<file path="config.mk">
export PLATFORM = sky130hd
export DESIGN_NAME = ucm_counter
export DESIGN_NICKNAME = d
export VERILOG_FILES = /design/src/rtl/ucm_counter.sv
export SDC_FILE = /design/constraint.sdc
export NUM_CORES = 1
export LEC_CHECK = 0
export BUFFER_PORTS_ARGS = -buffer_cell sky130_fd_sc_hd__buf_2
export CAP_MARGIN = 30
export CORE_MARGIN = 5
export CORE_UTILIZATION = 29
export CTS_CLUSTER_DIAMETER = 200
export CTS_CLUSTER_SIZE = 25
export DETAILED_ROUTE_END_ITERATION = 8
export PLACE_DENSITY = 0.5
export SETUP_SLACK_MARGIN = 0.15
export SLEW_MARGIN = 20
export SYNTH_ARGS = -nofsm -noshare
export SYNTH_HDL_FRONTEND = slang
export SYNTH_SLANG_ARGS = --single-unit
</file>
<file path="constraint.sdc">
create_clock -name ucm_clk -period 3.2 [get_ports ucm_clk]
set_input_delay 0.16 -clock ucm_clk [delete_from_list [all_inputs] [get_ports ucm_clk]]
set_output_delay 0.16 -clock ucm_clk [all_outputs]
set_load 0.01 [all_outputs]
</file>
<file path="src/rtl/ucm_counter.sv">
// Multi-digit hex/BCD up/down counter with tick prescaler, load clamp and terminal-count pulse.
// Define UCM_SSD_SCAN_EN to add the seven-segment digit scanner outputs (ucm_an, ucm_scan_q).
module ucm_counter #(
    parameter int DIGITS   = 4,
    parameter int DIV      = 100000000,
    parameter int DIV_W    = 27,
    parameter int SCAN_DIV = 100000
) (
    input  logic                ucm_clk,
    input  logic                ucm_rst,
    input  logic                ucm_en,
    input  logic                ucm_sel,
    input  logic                ucm_dir,
    input  logic                ucm_load,
    input  logic [4*DIGITS-1:0] ucm_d,
`ifdef UCM_SSD_SCAN_EN
    output logic [DIGITS-1:0]   ucm_an,
    output logic [3:0]          ucm_scan_q,
`endif
    output logic [4*DIGITS-1:0] ucm_q,
    output logic                ucm_tick,
    output logic                ucm_co
);

    logic [4*DIGITS-1:0] cnt_q, cnt_d;
    logic [DIV_W-1:0]    pre_q, pre_d;
    logic                tick_q, tick_d;
    logic                co_q, co_d;
    logic                pre_wrap, step;

    // Ripple carry/borrow from digit 0; BCD digits above 9 are repaired without borrowing.
    function automatic logic [4*DIGITS-1:0] step_val(input logic [4*DIGITS-1:0] cur,
                                                     input logic bcd, input logic down);
        logic [4*DIGITS-1:0] nxt;
        logic                c;
        logic [3:0]          dig;
        logic [3:0]          dmax;
        nxt  = cur;
        c    = 1'b1;
        dmax = bcd ? 4'd9 : 4'd15;
        for (int i = 0; i < DIGITS; i++) begin
            dig = cur[4*i +: 4];
            if (c) begin
                if (bcd && dig > 4'd9) begin
                    dig = down ? 4'd9 : 4'd0;
                    c   = !down;
                end else if (down) begin
                    c   = (dig == 4'd0);
                    dig = c ? dmax : dig - 4'd1;
                end else begin
                    c   = (dig == dmax);
                    dig = c ? 4'd0 : dig + 4'd1;
                end
            end
            nxt[4*i +: 4] = dig;
        end
        return nxt;
    endfunction

    function automatic logic is_all_max(input logic [4*DIGITS-1:0] cur, input logic bcd);
        logic r;
        r = 1'b1;
        for (int i = 0; i < DIGITS; i++)
            if (cur[4*i +: 4] != (bcd ? 4'd9 : 4'd15)) r = 1'b0;
        return r;
    endfunction

    function automatic logic [4*DIGITS-1:0] load_val(input logic [4*DIGITS-1:0] d, input logic bcd);
        logic [4*DIGITS-1:0] r;
        r = d;
        for (int i = 0; i < DIGITS; i++)
            if (bcd && d[4*i +: 4] > 4'd9) r[4*i +: 4] = 4'd9;
        return r;
    endfunction

    always_comb begin
        pre_wrap = (pre_q == DIV_W'(DIV - 1));
        step     = ucm_en && !ucm_load && pre_wrap;
        pre_d    = pre_q;
        cnt_d    = cnt_q;
        if (ucm_load) begin
            pre_d = '0;
            cnt_d = load_val(ucm_d, ucm_sel);
        end else if (ucm_en) begin
            pre_d = pre_wrap ? '0 : pre_q + DIV_W'(1);
            if (pre_wrap) cnt_d = step_val(cnt_q, ucm_sel, ucm_dir);
        end
        tick_d = step;
        co_d   = step && (ucm_dir ? (cnt_q == '0) : is_all_max(cnt_q, ucm_sel));
    end

    always_ff @(posedge ucm_clk or posedge ucm_rst) begin
        if (ucm_rst) begin
            cnt_q  <= '0;
            pre_q  <= '0;
            tick_q <= 1'b0;
            co_q   <= 1'b0;
        end else begin
            cnt_q  <= cnt_d;
            pre_q  <= pre_d;
            tick_q <= tick_d;
            co_q   <= co_d;
        end
    end

    assign ucm_q    = cnt_q;
    assign ucm_tick = tick_q;
    assign ucm_co   = co_q;

`ifdef UCM_SSD_SCAN_EN
    localparam int SCAN_W = (SCAN_DIV > 1) ? $clog2(SCAN_DIV) : 1;
    localparam int IDX_W  = (DIGITS > 1) ? $clog2(DIGITS) : 1;

    logic [SCAN_W-1:0] scan_cnt_q, scan_cnt_d;
    logic [IDX_W-1:0]  scan_idx_q, scan_idx_d;

    // Free-running: the display keeps refreshing while counting is disabled.
    always_comb begin
        scan_cnt_d = scan_cnt_q + SCAN_W'(1);
        scan_idx_d = scan_idx_q;
        if (scan_cnt_q == SCAN_W'(SCAN_DIV - 1)) begin
            scan_cnt_d = '0;
            scan_idx_d = (scan_idx_q == IDX_W'(DIGITS - 1)) ? '0 : scan_idx_q + IDX_W'(1);
        end
    end

    always_ff @(posedge ucm_clk or posedge ucm_rst) begin
        if (ucm_rst) begin
            scan_cnt_q <= '0;
            scan_idx_q <= '0;
        end else begin
            scan_cnt_q <= scan_cnt_d;
            scan_idx_q <= scan_idx_d;
        end
    end

    assign ucm_an     = ~(DIGITS'(1) << scan_idx_q);
    assign ucm_scan_q = cnt_q[4*scan_idx_q +: 4];
`endif

endmodule

</file>
==> results of run 1 <==
## timing repair
| action | CTS | global route |
|---|---|---|
| endpoints found under the hold margin | 16 | 0 |
| hold buffers | 1 | 0 |
| resized for setup | 0 | 0 |
## cells by family after synthesis
logic type                 Yosys count  share of synthesized area
AOI/OAI and AO/OA                   98                      0.201
xor gates and xnor gates            26                     0.0652
adders and majority gates           16                     0.0573
buffers and inverters               42                     0.0458
DFF                                 45                      0.322
muxes                               15                     0.0451
and+or+nand+nor                    165                      0.264
## flip-flops by register name, summed over array words and instances, names as in the netlist
| register | count |
|---|---|
| pre_q | 27 |
| ucm_tick | 1 |
| ucm_q | 16 |
| ucm_co | 1 |
## worst max-delay path, cell delays in order (launching register included)
cell and delay, ns:
sky130_fd_sc_hd__dfrtp_1 0.46, sky130_fd_sc_hd__inv_1 0.12, sky130_fd_sc_hd__ha_1 0.20, sky130_fd_sc_hd__nor4bb_1 0.37, sky130_fd_sc_hd__a31oi_1 0.10, sky130_fd_sc_hd__a2111oi_2 0.53, sky130_fd_sc_hd__a31oi_1 0.31, sky130_fd_sc_hd__mux2_2 0.35
## layout by cell type (no fill, tap or decap), types with 4 or more instances in the layout
cell type and n:
sky130_fd_sc_hd__buf_4 7, sky130_fd_sc_hd__nand2b_1 5, sky130_fd_sc_hd__clkbuf_16 5, sky130_fd_sc_hd__xnor2_1 11, sky130_fd_sc_hd__o22ai_1 6, sky130_fd_sc_hd__nor3b_1 7, sky130_fd_sc_hd__o211ai_1 4, sky130_fd_sc_hd__o21ai_0 17
sky130_fd_sc_hd__and4_1 5, sky130_fd_sc_hd__o31a_1 4, sky130_fd_sc_hd__nor2b_1 7, sky130_fd_sc_hd__dfrtp_1 45, sky130_fd_sc_hd__buf_2 39, sky130_fd_sc_hd__nor4_1 9, sky130_fd_sc_hd__nor2_1 40, sky130_fd_sc_hd__nor3_1 7
sky130_fd_sc_hd__a32o_1 4, sky130_fd_sc_hd__mux2_2 6, sky130_fd_sc_hd__a32oi_1 4, sky130_fd_sc_hd__nand3_1 12, sky130_fd_sc_hd__a31oi_1 8, sky130_fd_sc_hd__inv_1 16, sky130_fd_sc_hd__nand4_1 12, sky130_fd_sc_hd__o21bai_1 7
sky130_fd_sc_hd__ha_1 16, sky130_fd_sc_hd__and3_1 8, sky130_fd_sc_hd__and2_1 7, sky130_fd_sc_hd__xor2_1 15, sky130_fd_sc_hd__mux2i_1 9, sky130_fd_sc_hd__nand2_1 27, sky130_fd_sc_hd__a21oi_1 13
## metrics by stage
step / cells / worst slack, ns / utilization / hold slack (ns) / instance area [µm²]
3_5_place_dp: 577 / 0.672 / 0.324 / 0.187 / 3860
2_1_floorplan: 407 / 0.932 / - / 0.307 / 3490
3_3_place_gp: 576 / 0.753 / 0.322 / 0.429 / 3840
6_report: 585 / 0.640 / 0.337 / 0.146 / 4020
5_1_grt: 585 / 0.413 / 0.337 / 0.177 / 4020
4_1_cts: 585 / 0.645 / 0.337 / 0.145 / 4020
## cell usage after synthesis, drive strengths merged, types with 5 or more instances
library cell and n:
mux2 6, o21ai 17, and4 5, xnor2 11
xor2 15, and2 7, and3 8, nor2b 7
mux2i 9, nand3 12, inv 17, nor3 7
nand2 27, a31oi 8, nand2b 5, nor4b 5
dfrtp 45, a21oi 13, o21bai 7, o22ai 6
nand4 12, ha 16, nor4 9, nor2 40
clkbuf 22, nor3b 7
## layout make-up
cell class,instances,area [µm²],area share
Tap cell,147,184,0.0458
Clock buffer,6,139,0.0346
Inverter,18,67.6,0.0168
Multi-Input combinational cell,320,2210,0.551
Sequential cell,45,1130,0.280
Timing Repair Buffer,48,278,0.0692
Clock inverter,1,7.51,0.00187
## metal layers
metal  vias up  track usage
li1       1569            -
met1      1592        0.173
met2        51        0.232
met3         7       0.0221
met4         0       0.0193
met5         -            0
## report_power, final
| group | switching, W | internal (W) |
|---|---|---|
| Combinational | 0.000341 | 0.000301 |
| Sequential | 0.000141 | 0.000617 |
| Clock | 0.000216 | 0.000307 |
| Total | 0.000698 | 0.00122 |
## final timing paths
kind                           from  slack (ns)   endpoint
max                        ucm_q[0]        0.64  ucm_q[15]
max in group asynchronous   ucm_rst        2.30   pre_q[9]
min in group asynchronous   ucm_rst        0.41   ucm_q[5]
min reg2reg                pre_q[6]        0.54   pre_q[6]
min                        ucm_d[1]        0.15   ucm_q[1]
max reg2reg                ucm_q[0]        0.64  ucm_q[15]
==> qor.tcl, run 1 <==
set qor(wl_met2_um) 4670
set qor(drt_drc_violations_left) 0
set qor(route.antenna.remaining_nets) 0
set qor(cts-root-to-sink-buffers) 2
set qor(cp.arrival_ns) 2.73
set qor(setup_viol) 0
set qor(data_required_time_at_the_worst_endpoint_ns) 3.37
set qor(final_layout_size_suffix_gt1_frac) 0.162
set qor(met3_wirelength_um) 297
set qor(hold_viol) 0
set qor(run_status) {finished clean}
set qor(ys_types) 59
set qor(worstSetupStartpointType) {flop}
set qor(num_vias) 3219
set qor(fp-row-count) 40
set qor(firstDrtPassIters) 4
set qor(async_set_reset_flop_share_out_of_synthesis) 1.00
set qor(power_total_w) 0.00192
set qor(finish.net_count) 476
set qor(num-fill-cells) 1272
set qor(finalWeightedCongestion) 0.824
set qor(worst_r2r_path_depth) 7
set qor(hold-path-cell-count) 3
set qor(clk-insertion-delay-late_ns) 0.28
set qor(initialDrtViolationCount) 173
set qor(clk_pin_slew_worst_paths_ns) 0.06
set qor(routed.top_layer) {met4}
set qor(track_usage) 0.132
set qor(cts_tree) {done}
set qor(die_y_um) 120
set qor(synthDominantAreaCellType) {sky130_fd_sc_hd__dfrtp_1}
set qor(initial_utilization) 0.293
set qor(worst_rel_slew_slack) 0.555
set qor(worst_hold_path_type) {input pin to flop}
set qor(timing.critical_path.fanout_max) 8
set qor(syn-num-nets) 445
set qor(netlist_area_um2) 3490
set qor(timing.setup.tns_ns) 0
set qor(number_of_antenna_violations_at_the_first_check_in_global_routing) 0
set qor(irDropWorstVdd_v) 0.000208
set qor(fp.dieArea_um2) 14300
set qor(viasPerCell) 5.50
set qor(via_count_of_the_first_global_routing_pass) 3147
set qor(post_synth.cell_area_avg_um2) 8.59
set qor(diodes) 0
set qor(die_w_um) 120
set qor(number_of_enable_flip_flop_cells_after_synthesis) 0
set qor(ys.flop_type) {sky130_fd_sc_hd__dfrtp_1}
set qor(core_area_um2) 11900
set qor(period_needed_ns) 2.56
set qor(sink_count) 45
set qor(post_route_fraction_of_the_period_consumed_by_the_critical_path) 0.800
set qor(met1_length_um) 4400
set qor(synthTopCellsByArea) {sky130_fd_sc_hd__dfrtp_1, sky130_fd_sc_hd__ha_1, sky130_fd_sc_hd__nor2_1}
set qor(yosysWarnings) 0
set qor(timing_worst_slew_pin_value_ns) 0.666
set qor(synthToLayoutAreaGrowth_pct) 14.9
set qor(clock.fmax_mhz) 391
set qor(cts_setup_buffers) 0
set qor(timing.setup.critical_path_class) {flop to flop}
set qor(routed_wire_length_per_instance_um) 16.1
set qor(cap_violations) 0
set qor(cts_root_buf) {sky130_fd_sc_hd__clkbuf_16}
set qor(number_of_storage_elements_in_the_synthesis_netlist) 45
set qor(power-per-cell-area_nw_per_um2) 479
set qor(portBuffers) 39
set qor(synth_largest_type_area_fraction) 0.322
set qor(synth_sequential_area_ratio) 0.322
set qor(grt_start_max_net_pins) 39
set qor(total_leakage_power_nw) 1.70
set qor(netlist_instances) 407
set qor(rsz0062_at_grt) {no}
set qor(cts_inserted_buffers) 5
set qor(grt-ovfl-total) 0
set qor(grt_first_pass_wirelength_um) 16000
set qor(drv_slew) 0
set qor(routed_wl_um) 9430
set qor(ios) 40
set qor(cp-end-kind) {flop}
set qor(timing.clock.skew_ns) 0.00567
set qor(ctsHtreeMaxLevel) 2
set qor(dp.final_hpwl_um) 6820
(Power assumes the default switching activity.)
==> run 2: changes to the inputs <==
Clock period 3.2 ns to 2.6 ns, I/O delays scaled along.
==> run 2 against run 1 <==
Against the previous run:
- register-to-register slack worse by 0.37 ns
- highest routed layer unchanged
- clock power is 59% higher
- fmax is 9.9% higher
- sequential share of layout area is 1.0 points lower
- combinational power is 36% higher
- sequential cell count stayed put
- global-route usage is 0.23 points higher
- die area stayed put
- worst setup slack worse by 0.37 ns
- clock skew is 0.0024 ns higher
- count of clock-buffer cells in the layout is 1 lower
- utilization is 1.3 points higher
==> qor.tcl, run 2 (same netlist as run 1, synthesis figures left out) <==
set qor(data_required_time_at_the_worst_endpoint_ns) 2.81 ;# -0.56 ns
set qor(crit_path_top_delay_cell) {sky130_fd_sc_hd__or3_4}
set qor(ios) 40 ;# unchanged
set qor(ctsHtreeMaxLevel) 2 ;# unchanged
set qor(finish.net_count) 486 ;# +2.1%
set qor(irDropWorstVdd_v) 0.000209 ;# +0.61%
set qor(total_leakage_power_nw) 1.77 ;# +4.4%
set qor(run_status) {finished clean}
set qor(die_w_um) 120 ;# unchanged
set qor(drt_drc_violations_left) 0 ;# unchanged
set qor(cts_root_buf) {sky130_fd_sc_hd__clkbuf_16}
set qor(clock.fmax_mhz) 429 ;# +9.9%
set qor(mostFrequentLayoutCells) {sky130_fd_sc_hd__dfrtp_1, sky130_fd_sc_hd__nor2_1, sky130_fd_sc_hd__buf_2}
set qor(timing.clock.skew_ns) 0.00812 ;# +0.00245 ns
set qor(number_of_antenna_violations_at_the_first_check_in_global_routing) 0 ;# unchanged
set qor(num-fill-cells) 1264 ;# -0.63%
set qor(die_y_um) 120 ;# unchanged
set qor(synthToLayoutAreaGrowth_pct) 19.2
set qor(cp.arrival_ns) 2.54 ;# -0.19 ns
set qor(worst_hold_path_type) {input pin to flop}
set qor(timing.reg2reg.setup_slack_ns) 0.27 ;# -0.37 ns
set qor(worstSetupStartpointType) {flop}
set qor(largest_register_ff_count) 27 ;# unchanged
set qor(power-per-cell-area_nw_per_um2) 625 ;# +31%
set qor(rsz0062_at_grt) {yes}
set qor(routed_wl_um) 9710 ;# +3.1%
set qor(portBuffers) 39 ;# unchanged
set qor(hold_path.startpoint) {ucm_d[1]}
set qor(final_layout_size_suffix_gt1_frac) 0.189 ;# +0.0272
set qor(sink_count) 45 ;# unchanged
set qor(cp-end-kind) {flop}
set qor(num_vias) 3264 ;# +1.4%
set qor(grt-ovfl-total) 0 ;# unchanged
set qor(timing_worst_slew_pin_value_ns) 0.684 ;# +0.0183 ns
set qor(timing.critical_path.fanout_max) 6 ;# -2
set qor(worst_rel_slew_slack) 0.544 ;# -0.0112
set qor(period_needed_ns) 2.33 ;# -0.230 ns
set qor(crit_path_cell_trace) {ha_1 > and4bb_1 > nand4_1 > or3_4 > or4_1 > a21oi_1}
set qor(route.antenna.remaining_nets) 0 ;# unchanged
set qor(grt_first_pass_wirelength_um) 16200 ;# +1.1%
set qor(viasPerCell) 5.48 ;# -0.47%
set qor(power_total_w) 0.00260 ;# +35%
set qor(fp-row-count) 40 ;# unchanged
set qor(timing.final.ws_setup_ns) 0.270 ;# -0.370 ns
set qor(worst_r2r_startpoint) {pre_q[0]}
set qor(track_usage) 0.134 ;# +0.00228
set qor(clk_pin_slew_worst_paths_ns) 0.07 ;# about the same
set qor(diodes) 0 ;# unchanged
set qor(cts_tree) {done}
set qor(dpl_worst_slack_ns) 0.141 ;# -0.531 ns
set qor(grt_start_max_net_pins) 39 ;# unchanged
set qor(critical_path.max_stage_delay_ns) 0.51 ;# -0.02 ns
set qor(post_route_fraction_of_the_period_consumed_by_the_critical_path) 0.896 ;# +0.0962
set qor(top_register) {pre_q}
set qor(dp.final_hpwl_um) 6960 ;# +2.0%
set qor(setup_viol) 0 ;# unchanged
set qor(cts-root-to-sink-buffers) 2 ;# unchanged
set qor(clk-insertion-delay-late_ns) 0.29 ;# about the same
set qor(routed_wire_length_per_instance_um) 16.3 ;# +1.2%
set qor(finalWeightedCongestion) 0.843 ;# +2.3%
set qor(hold_viol) 0 ;# unchanged
set qor(timing.setup.critical_path_class) {flop to flop}
set qor(layout_commonest_cell) {sky130_fd_sc_hd__dfrtp_1}
set qor(via_count_of_the_first_global_routing_pass) 3164 ;# +0.54%
set qor(core_area_um2) 11900 ;# unchanged
set qor(critical_path.reg2reg.endpoint) {ucm_q[3]}
set qor(initialDrtViolationCount) 233 ;# +35%
set qor(timing.setup.tns_ns) 0 ;# unchanged
set qor(firstDrtPassIters) 4 ;# unchanged
set qor(cts_inserted_buffers) 5 ;# unchanged
set qor(worst_r2r_path_depth) 6 ;# -1
set qor(cap_violations) 0 ;# unchanged
set qor(fp.dieArea_um2) 14300 ;# unchanged
set qor(initial_utilization) 0.293 ;# unchanged
set qor(hold-path-cell-count) 3 ;# unchanged
set qor(drv_slew) 0 ;# unchanged
set qor(hold_path_end) {ucm_q[1]}
## run 2: changes by cell type in the layout (fill, tap and decap cells not counted), sizes merged
cell	previous run	this run
clkbuf	6	5
clkinvlp	1	0
clkinv	1	2
buf	47	57
bufinv	0	2
## run 2: layer usage
layer / global-route usage / wire length (µm) / vias to the layer above
met5: 0 / 0 / -
met4: 0.0165 / 49 / 0
met3: 0.0221 / 339 / 11
met2: 0.237 / 4800 / 66
met1: 0.177 / 4520 / 1599
li1: - / - / 1588
## run 2: repair_timing
action / in CTS / in global routing
pin swaps: 0 / 0
cloned: 0 / 0
hold buffers: 1 / 0
endpoints found under the hold margin: 17 / 0
endpoints found under the setup margin: 2 / 4
resized for setup: 2 / 2
buffers inserted: 0 / 1
## run 2: power breakdown
group          switching, W  internal, W
clock              0.000283     0.000550
combinational      0.000470     0.000401
sequential         0.000141     0.000759
## run 2: layout make-up
cell class                 count  area, µm²  area share
clock buffer                   5        125      0.0300
clock inverter                 3       65.1      0.0156
inverter                      18       67.6      0.0162
multi-input combinational    320       2240       0.539
sequential                    45       1130       0.270
tap                          147        184      0.0442
timing repair buffer          58        353      0.0847
## run 2: how the worst max path moves through the flow
stage                     end  slack [ns]  startpoint
global placement    ucm_q[12]        0.20    ucm_q[0]
finish               ucm_q[3]        0.27    pre_q[0]
floorplan           ucm_q[12]        0.33    ucm_q[0]
CTS                  ucm_q[3]        0.17    pre_q[0]
detailed placement  ucm_q[15]        0.14    ucm_q[0]
global route         ucm_q[3]        0.12    pre_q[0]
## run 2: metrics by stage
| stage | util | hold slack [ns] | cell area, µm² | instances |
|---|---|---|---|---|
| 2_1_floorplan | - | 0.277 | 3490 | 407 |
| 3_3_place_gp | 0.328 | 0.388 | 3910 | 585 |
| 3_5_place_dp | 0.330 | 0.158 | 3930 | 586 |
| 4_1_cts | 0.348 | 0.0990 | 4150 | 595 |
| 5_1_grt | 0.350 | 0.130 | 4160 | 596 |
| 6_report | 0.350 | 0.105 | 4160 | 596 |
## run 2: critical path, delay by kind of cell (launching register included)
family,cells,cell delay [ns]
and+or+nand+nor,4,1.47
DFF,1,0.41
adders and majority gates,1,0.24
AOI/OAI and AO/OA,1,0.13
